==> src/rtl/btn_pkg.sv <==
// rtl/btn_pkg.sv - shared state type, timing defaults and width helper for the button conditioner
package btn_pkg;

  typedef enum logic [1:0] {
    RELEASED  = 2'd0,
    HELD      = 2'd1,
    REPEATING = 2'd2
  } btnState_t;

  localparam int unsigned DEF_NUM_BTN       = 5;
  localparam int unsigned DEF_DEB_CYCLES    = 100000;
  localparam int unsigned DEF_REPEAT_DELAY  = 50000000;
  localparam int unsigned DEF_REPEAT_PERIOD = 10000000;
  localparam bit          DEF_ACTIVE_HIGH   = 1'b1;

  // Bits needed by a counter that runs 0..n-1, never less than one bit
  function automatic int unsigned cntWidth(input int unsigned n);
    return (n <= 1) ? 1 : $clog2(n);
  endfunction

endpackage

==> src/rtl/btn_channel.sv <==
// rtl/btn_channel.sv - one button channel: synchroniser, debounce and auto-repeat FSM
module btn_channel
  import btn_pkg::*;
#(
  parameter int unsigned DEB_CYCLES    = DEF_DEB_CYCLES,
  parameter int unsigned REPEAT_DELAY  = DEF_REPEAT_DELAY,
  parameter int unsigned REPEAT_PERIOD = DEF_REPEAT_PERIOD,
  parameter bit          ACTIVE_HIGH   = DEF_ACTIVE_HIGH
) (
  input  logic clk,
  input  logic rst,
  input  logic btnRaw,
  input  logic repeatEn,
  output logic btnLevel,
  output logic btnPress,
  output logic btnRelease
);

  localparam int unsigned DEB_W   = cntWidth(DEB_CYCLES);
  localparam int unsigned REP_MAX = (REPEAT_DELAY > REPEAT_PERIOD) ? REPEAT_DELAY : REPEAT_PERIOD;
  localparam int unsigned REP_W   = cntWidth(REP_MAX);

  localparam logic [DEB_W-1:0] DEB_LAST    = DEB_W'(DEB_CYCLES - 1);
  localparam logic [REP_W-1:0] DELAY_LAST  = REP_W'(REPEAT_DELAY - 1);
  localparam logic [REP_W-1:0] PERIOD_LAST = REP_W'(REPEAT_PERIOD - 1);

  logic             rawPressed;
  logic             syncMeta;
  logic             btnSync;
  logic [DEB_W-1:0] debCnt;
  logic             mismatch;
  logic             accept;
  logic             accRise;
  logic             accFall;
  btnState_t        state;
  btnState_t        stateNext;
  logic [REP_W-1:0] repCnt;
  logic [REP_W-1:0] repCntNext;
  logic             repeatFire;

  assign rawPressed = ACTIVE_HIGH ? btnRaw : ~btnRaw;

  // Two-flop synchroniser; reset loads the released level
  always_ff @(posedge clk) begin
    if (rst) begin
      syncMeta <= 1'b0;
      btnSync  <= 1'b0;
    end else begin
      syncMeta <= rawPressed;
      btnSync  <= syncMeta;
    end
  end

  assign mismatch = (btnSync != btnLevel);
  assign accept   = mismatch && (debCnt == DEB_LAST);
  assign accRise  = accept && btnSync;
  assign accFall  = accept && !btnSync;

  // Debounce: count consecutive mismatching edges; any matching edge restarts the count
  always_ff @(posedge clk) begin
    if (rst) begin
      debCnt   <= '0;
      btnLevel <= 1'b0;
    end else if (accept) begin
      debCnt   <= '0;
      btnLevel <= btnSync;
    end else if (mismatch) begin
      debCnt   <= debCnt + 1'b1;
    end else begin
      debCnt   <= '0;
    end
  end

  // Repeat FSM state and repeat interval counter
  always_ff @(posedge clk) begin
    if (rst) begin
      state  <= RELEASED;
      repCnt <= '0;
    end else begin
      state  <= stateNext;
      repCnt <= repCntNext;
    end
  end

  // Next state and repeat timing; an accepted release outranks a repeat due in the same cycle
  always_comb begin
    stateNext  = state;
    repCntNext = repCnt;
    repeatFire = 1'b0;
    case (state)
      RELEASED: begin
        repCntNext = '0;
        if (accRise) begin
          stateNext = HELD;
        end
      end
      HELD, REPEATING: begin
        if (accFall) begin
          stateNext  = RELEASED;
          repCntNext = '0;
        end else if (!repeatEn) begin
          stateNext  = HELD;
          repCntNext = '0;
        end else if (repCnt == ((state == HELD) ? DELAY_LAST : PERIOD_LAST)) begin
          repeatFire = 1'b1;
          repCntNext = '0;
          stateNext  = REPEATING;
        end else begin
          repCntNext = repCnt + 1'b1;
        end
      end
      default: begin
        stateNext  = RELEASED;
        repCntNext = '0;
      end
    endcase
  end

  // Pulses are registered beside btnLevel so a press lines up with the level rising
  always_ff @(posedge clk) begin
    if (rst) begin
      btnPress   <= 1'b0;
      btnRelease <= 1'b0;
    end else begin
      btnPress   <= accRise | repeatFire;
      btnRelease <= accFall;
    end
  end

endmodule

==> src/rtl/btn_conditioner.sv <==
// rtl/btn_conditioner.sv - NUM_BTN independent button channels plus a registered any-press flag
module btn_conditioner
  import btn_pkg::*;
#(
  parameter int unsigned NUM_BTN       = DEF_NUM_BTN,
  parameter int unsigned DEB_CYCLES    = DEF_DEB_CYCLES,
  parameter int unsigned REPEAT_DELAY  = DEF_REPEAT_DELAY,
  parameter int unsigned REPEAT_PERIOD = DEF_REPEAT_PERIOD,
  parameter bit          ACTIVE_HIGH   = DEF_ACTIVE_HIGH
) (
  input  logic               clk,
  input  logic               rst,
  input  logic [NUM_BTN-1:0] btn_in,
  input  logic [NUM_BTN-1:0] repeat_en,
  output logic [NUM_BTN-1:0] btn_level,
  output logic [NUM_BTN-1:0] btn_press,
  output logic [NUM_BTN-1:0] btn_release,
  output logic               any_press
);

  for (genvar i = 0; i < NUM_BTN; i++) begin : gChan
    btn_channel #(
      .DEB_CYCLES   (DEB_CYCLES),
      .REPEAT_DELAY (REPEAT_DELAY),
      .REPEAT_PERIOD(REPEAT_PERIOD),
      .ACTIVE_HIGH  (ACTIVE_HIGH)
    ) uChan (
      .clk       (clk),
      .rst       (rst),
      .btnRaw    (btn_in[i]),
      .repeatEn  (repeat_en[i]),
      .btnLevel  (btn_level[i]),
      .btnPress  (btn_press[i]),
      .btnRelease(btn_release[i])
    );
  end

  // any_press trails btn_press by one cycle
  always_ff @(posedge clk) begin
    if (rst) begin
      any_press <= 1'b0;
    end else begin
      any_press <= |btn_press;
    end
  end

endmodule

==> config.mk <==
export PLATFORM = sky130hd
export DESIGN_NAME = btn_conditioner
export DESIGN_NICKNAME = d
export VERILOG_FILES = /design/src/rtl/btn_pkg.sv /design/src/rtl/btn_channel.sv /design/src/rtl/btn_conditioner.sv
export SDC_FILE = /design/constraint.sdc
export NUM_CORES = 1
export LEC_CHECK = 0
export ABC_AREA = 1
export BUFFER_PORTS_ARGS = -buffer_cell sky130_fd_sc_hd__buf_2
export CAP_MARGIN = 20
export CELL_PAD_IN_SITES_DETAIL_PLACEMENT = 1
export CELL_PAD_IN_SITES_GLOBAL_PLACEMENT = 2
export CORE_UTILIZATION = 40
export CTS_CLUSTER_DIAMETER = 60
export DETAILED_ROUTE_END_ITERATION = 16
export PLACE_DENSITY_LB_ADDON = 0.12
export SKIP_LAST_GASP = 1
export SYNTH_ARGS = -nofsm -noshare
export SYNTH_HDL_FRONTEND = slang
export SYNTH_HIERARCHICAL = 1
export SYNTH_SLANG_ARGS = --single-unit
==> constraint.sdc <==
create_clock -name clk -period 4.65 [get_ports clk]
set_input_delay 0.93 -clock clk [delete_from_list [all_inputs] [get_ports clk]]
set_output_delay 0.93 -clock clk [all_outputs]
set_load 0.02 [all_outputs]
### Word level (Yosys, flattened, before mapping)

Index checks and enable logic that the tools add are counted.

* bits in read-only memories: 0
* memories: 0
* bits in latches: 0
* word-level logic and storage cells: 202
* output and inout bits: 16
* register bits: 251
* RAM bits: 0
* input port bits: 12

* div/mod/pow operators: 0
* equal/unequal tests: 35
* multiplexer cells: 50
* reductions and logical operators: 46
* multipliers: 0
* order comparisons: 0
* add/sub/neg operators: 10
* bitwise gates (word level): 20
* shift-type cells: 0

Operators with widths (count)
* $add 26x1->26 const B: 5
* $eq 26x26->1: 5
* $mux 26: 5
* $add 17x1->17 const B: 5
* $eq 17x17->1 const B: 5
* $mux 2: 20
* $reduce_or 5->1: 6
* $mux 1: 20
* $ne 4x2->1 const B: 5
* $pmux 2 s2: 5
* $logic_and 1x1->1: 15
* $not 1->1: 15
* $reduce_or 3->1: 5
* $eq 2x1->1 const B: 5
* $eq 2x2->1 const B: 5
* $logic_not 2->1: 5
* $ne 2x1->1 const B: 5
* $reduce_and 2->1: 5
* $reduce_or 2->1: 5
* $logic_not 1->1: 5
* $ne 1x1->1: 5
* $or 1x1->1: 5

### Longest topological paths before layout

* word-level depth: 8
* gate-level depth with buffers: 13
* gate-level depth less buffers: 13

### Hierarchy

The synthesis kept the hierarchy.

Modules (own cells, without submodules)
* btn_channel at gChan[0].uChan ...: seq. area each 1001.0 µm², cells each 381, instances 4, area an instance 2700.1 µm²
* btn_channel at gChan[4].uChan: seq. area each 1001.0 µm², cells each 370, instances 1, area an instance 2660.1 µm²
* btn_conditioner: seq. area each 20.0 µm², cells each 8, instances 1, area an instance 47.5 µm²

### Least setup slack after synthesis

No wires, ideal clock.

* kind: input to register
* from: input port repeat_en[0]
* to: register gChan[0].uChan.repCnt[24]
* buffers on the path: 1
* setup slack: 3.075 ns
* data required time: 4.580 ns
* arrival time: 1.506 ns
* stages on the path: 5
* library setup time: 0.070 ns
* cell sequence: nand2_1 -> inv_1 -> nand4_4 -> buf_6 -> a21oi_1

* cells in the longest elaborated chain, start to end: 2

RTL lines
* from (decl): line btn_conditioner.sv:14 `input logic [NUM_BTN-1:0] repeat_en,`
* $not 1->1 (no line)
* $reduce_or 5->1 (no line)
* to (signal assigned): line btn_channel.sv:81 `repCnt <= repCntNext;`
* to (decl): line btn_channel.sv:37 `logic [REP_W-1:0] repCnt;`

No other way between the ends.
A chain may end at the register's enable or synchronous reset.

### Worst setup path in the final report

* from: register gChan[1].uChan.btnPress
* to: output port btn_press[1]

RTL lines
* from (decl): line btn_channel.sv:15 `output logic btnPress,`
* from (signal assigned): line btn_channel.sv:125 `btnPress <= accRise | repeatFire;`
* to (decl): line btn_conditioner.sv:16 `output logic [NUM_BTN-1:0] btn_press,`

No word-level cell between the ends.

==> metrics.cfg <==
[logic_synthesis]
synth_top_area_cell = dfxtp_1
synthDistinctLibCells = 37
synthArstFlopShare_pct = 0
seq_area_frac_synth_pct = 37.2
synth_edf_count = 0
synth.avg_cell_area_um2 = 7.10
netlist_instances = 1902
yosysWarnings = 6
synth_ff_type = dfxtp_1
yosys-top-cells-area = dfxtp_1 37%, nand2_1 11%, nor2_1 9.8%, inv_1 7.1%, xor2_1 3.8%
synth.net_count = 1939
synth.most_common_cell = nand2_1
synth_area_mm2 = 0.0135
synth_common_cells = 383 x nand2_1, 353 x nor2_1, 257 x inv_1
ys_seq_elements = 251
synth_top_area_share_pct = 37.2

[floorplan]
dieHeight_um = 186
dieWidth_um = 186
fp.coreArea_mm2 = 0.0329
rows = 66
die_area_mm2 = 0.0345
start_util_pct = 41.1
io_pins = 28

[timing]
post-route-period-util_pct = 43.9
min_period_ns = 2.04
slew_headroom_pct = 59.4
final-max-slew-violation-count = 0
timing.fmax_ghz = 0.490
setup_tns_ns = 0
finalSetupViolations = 0
fin_worst_skew_ns = 0.0117
hold_violations = 0
tightest_slew_ns = 0.609
grt_setup_unrepaired = false

[placement]
place_hpwl_um = 24800
portBuffers = 27
dp_cells = 2356
gp_congestion = 0.802

[worst_setup_path]
startpoint_type = flip-flop
cpPeakStageDelay_ns = 0.40
cpMaxStageDelayCell = dfxtp_1
critPathArrivalTime_ns = 1.11
endpoint_kind = output pin
critPathTopFamily = flip-flops
criticalPathCategory = reg -> out
path_max_fanout = 2
cp.required_ns = 3.72
path_buf_inv = 1
reg2reg_slack_ns = 2.74
cp_cell_sequence = buf_2

[cts]
clkTransAtPathRegs_ns = 0.06
ctsHoldBuffers = 0
cts_buffers = 34
clock_sinks = 251
cts_root_buffer = clkbuf_16
cts_tree = yes
insertion_delay_ns = 0.52
post_cts_resized = 0
postCtsSetupBuffers = 0
htreeDepth = 2
clockBufferDepth = 3

[routing]
first_pass_iters = 4
ant_nets = 0
wl_per_cell_um = 13.6
route.detailed.drc = 0
vias = 11700
drt_iter0_markers = 351
via_per_inst = 4.84
drt-total-wl_um = 33000

[run]
drv_cap = 0

[grt]
grt_antenna_before_repair = 0
grt_pass1_wl_um = 56700
grt_pass1_vias = 12000
overflow = 0
grt_max_degree = 27
grt_usage_pct = 19.9

[final_layout]
drive_above_1_share_pct = 12.9
area_delta_synth_final_pct = 13.1
diodes = 0
multi_input_area_mm2 = 0.00728
stdcell_count = 2418
n_fill_cell = 4316
seqCellArea_mm2 = 0.00502
final_net_count = 1987

[power]
swShare_pct = 21.2
p_leak_nw = 5.68
p_int_mw = 4.04
p_clk_share_pct = 55.4
p_switching_mw = 1.08
ir_drop_v = 0.000285
power_frac_seq_pct = 42.4
powerDensity_mw_per_mm2 = 335
power_frac_comb_pct = 2.2

[run_status]
status = finished, final reports clean

[hold_path]
hp-class = reg -> reg

-- final timing paths --
kind	from	endpoint	cells past startpoint
setup / recovery	gChan[1].uChan/btnPress	btn_press[1]	1
hold reg to reg	gChan[0].uChan/syncMeta	gChan[0].uChan/btnSync	2
setup reg to reg	gChan[4].uChan/state[1]	gChan[4].uChan/repCnt[3]	9
hold / removal	gChan[0].uChan/syncMeta	gChan[0].uChan/btnSync	2
-- registers in the layout, summed over array words and instances, names as in the netlist --
name and count:
gChan.uChan/repCnt 130, gChan.uChan/debCnt 85, gChan.uChan/state 10, gChan.uChan/btnLevel 5
gChan.uChan/btnPress 5, gChan.uChan/btnRelease 5, gChan.uChan/btnSync 5, gChan.uChan/syncMeta 5
any_press 1
-- metal layers --
metal | up-vias | global-route usage (%) | share of wire, %
met3 | 36 | 3.23 | 2.8
met4 | 0 | 5.05 | 1.5
li1 | 6081 | - | -
met2 | 83 | 34.4 | 47
met1 | 5512 | 25.7 | 48
met5 | - | 0 | 0
-- cell usage in the layout, fill, tap and decap left out, types with 22 or more instances in the layout --
cell and n:
nor2_1 353, ha_1 25, nand3_1 101, dfxtp_1 251, inv_1 257, nand3_2 26, a21oi_1 73, nand2_1 383
nor3_1 60, or2_1 22, nand4_1 42, nand2_2 27, nor3_2 32, xor2_1 58, nor3b_1 23, clkbuf_16 37
buf_2 27, xnor2_1 31
-- power groups by stage --
stage	Combinational, mW	Sequential, mW	Clock [mW]
6_report	0.111	2.17	2.84
5_1_grt	0.129	2.17	3.01
4_1_cts	0.114	2.17	2.93
3_5_place_dp	0.113	2.22	0
3_3_place_gp	0.109	2.22	0
2_1_floorplan	0.0849	2.22	0
-- tightest hold or removal path, cell delays in order (launching register included) --
cell     delay (ns)
dfxtp_1        0.29
inv_1          0.04
nor2_1         0.03
-- kinds of logic after synthesis --
family                     synth area share (%)
and+or+nand+nor                            41.3
DFF                                        37.2
AOI/OAI and AO/OA                          4.58
xor gates and xnor gates                   5.77
adders and majority gates                  2.32
buffers and inverters                      8.87
-- final cells by class --
type	instances	share of cell area, %
flip-flops and latches	251	32.9
well taps	442	3.62
clock buffers	49	6.81
repair buffers	28	0.933
clock inverters	13	1.33
multi-input cells	1360	47.7
inverters	275	6.75
-- per-stage QoR --
stage	setup slack (ns)	hold slack (ns)	util [%]	area [µm²]	power [mW]
after floorplan	3.07	0.388	-	13500	2.30
after global placement	2.20	0.391	42.7	14000	2.33
after global routing	2.52	0.434	46.5	15300	5.32
final	2.61	0.405	46.5	15300	5.12
after CTS	2.57	0.409	46.5	15300	5.22
after detailed placement	2.11	0.400	42.7	14000	2.33
Power figures use the tool's default switching activity.
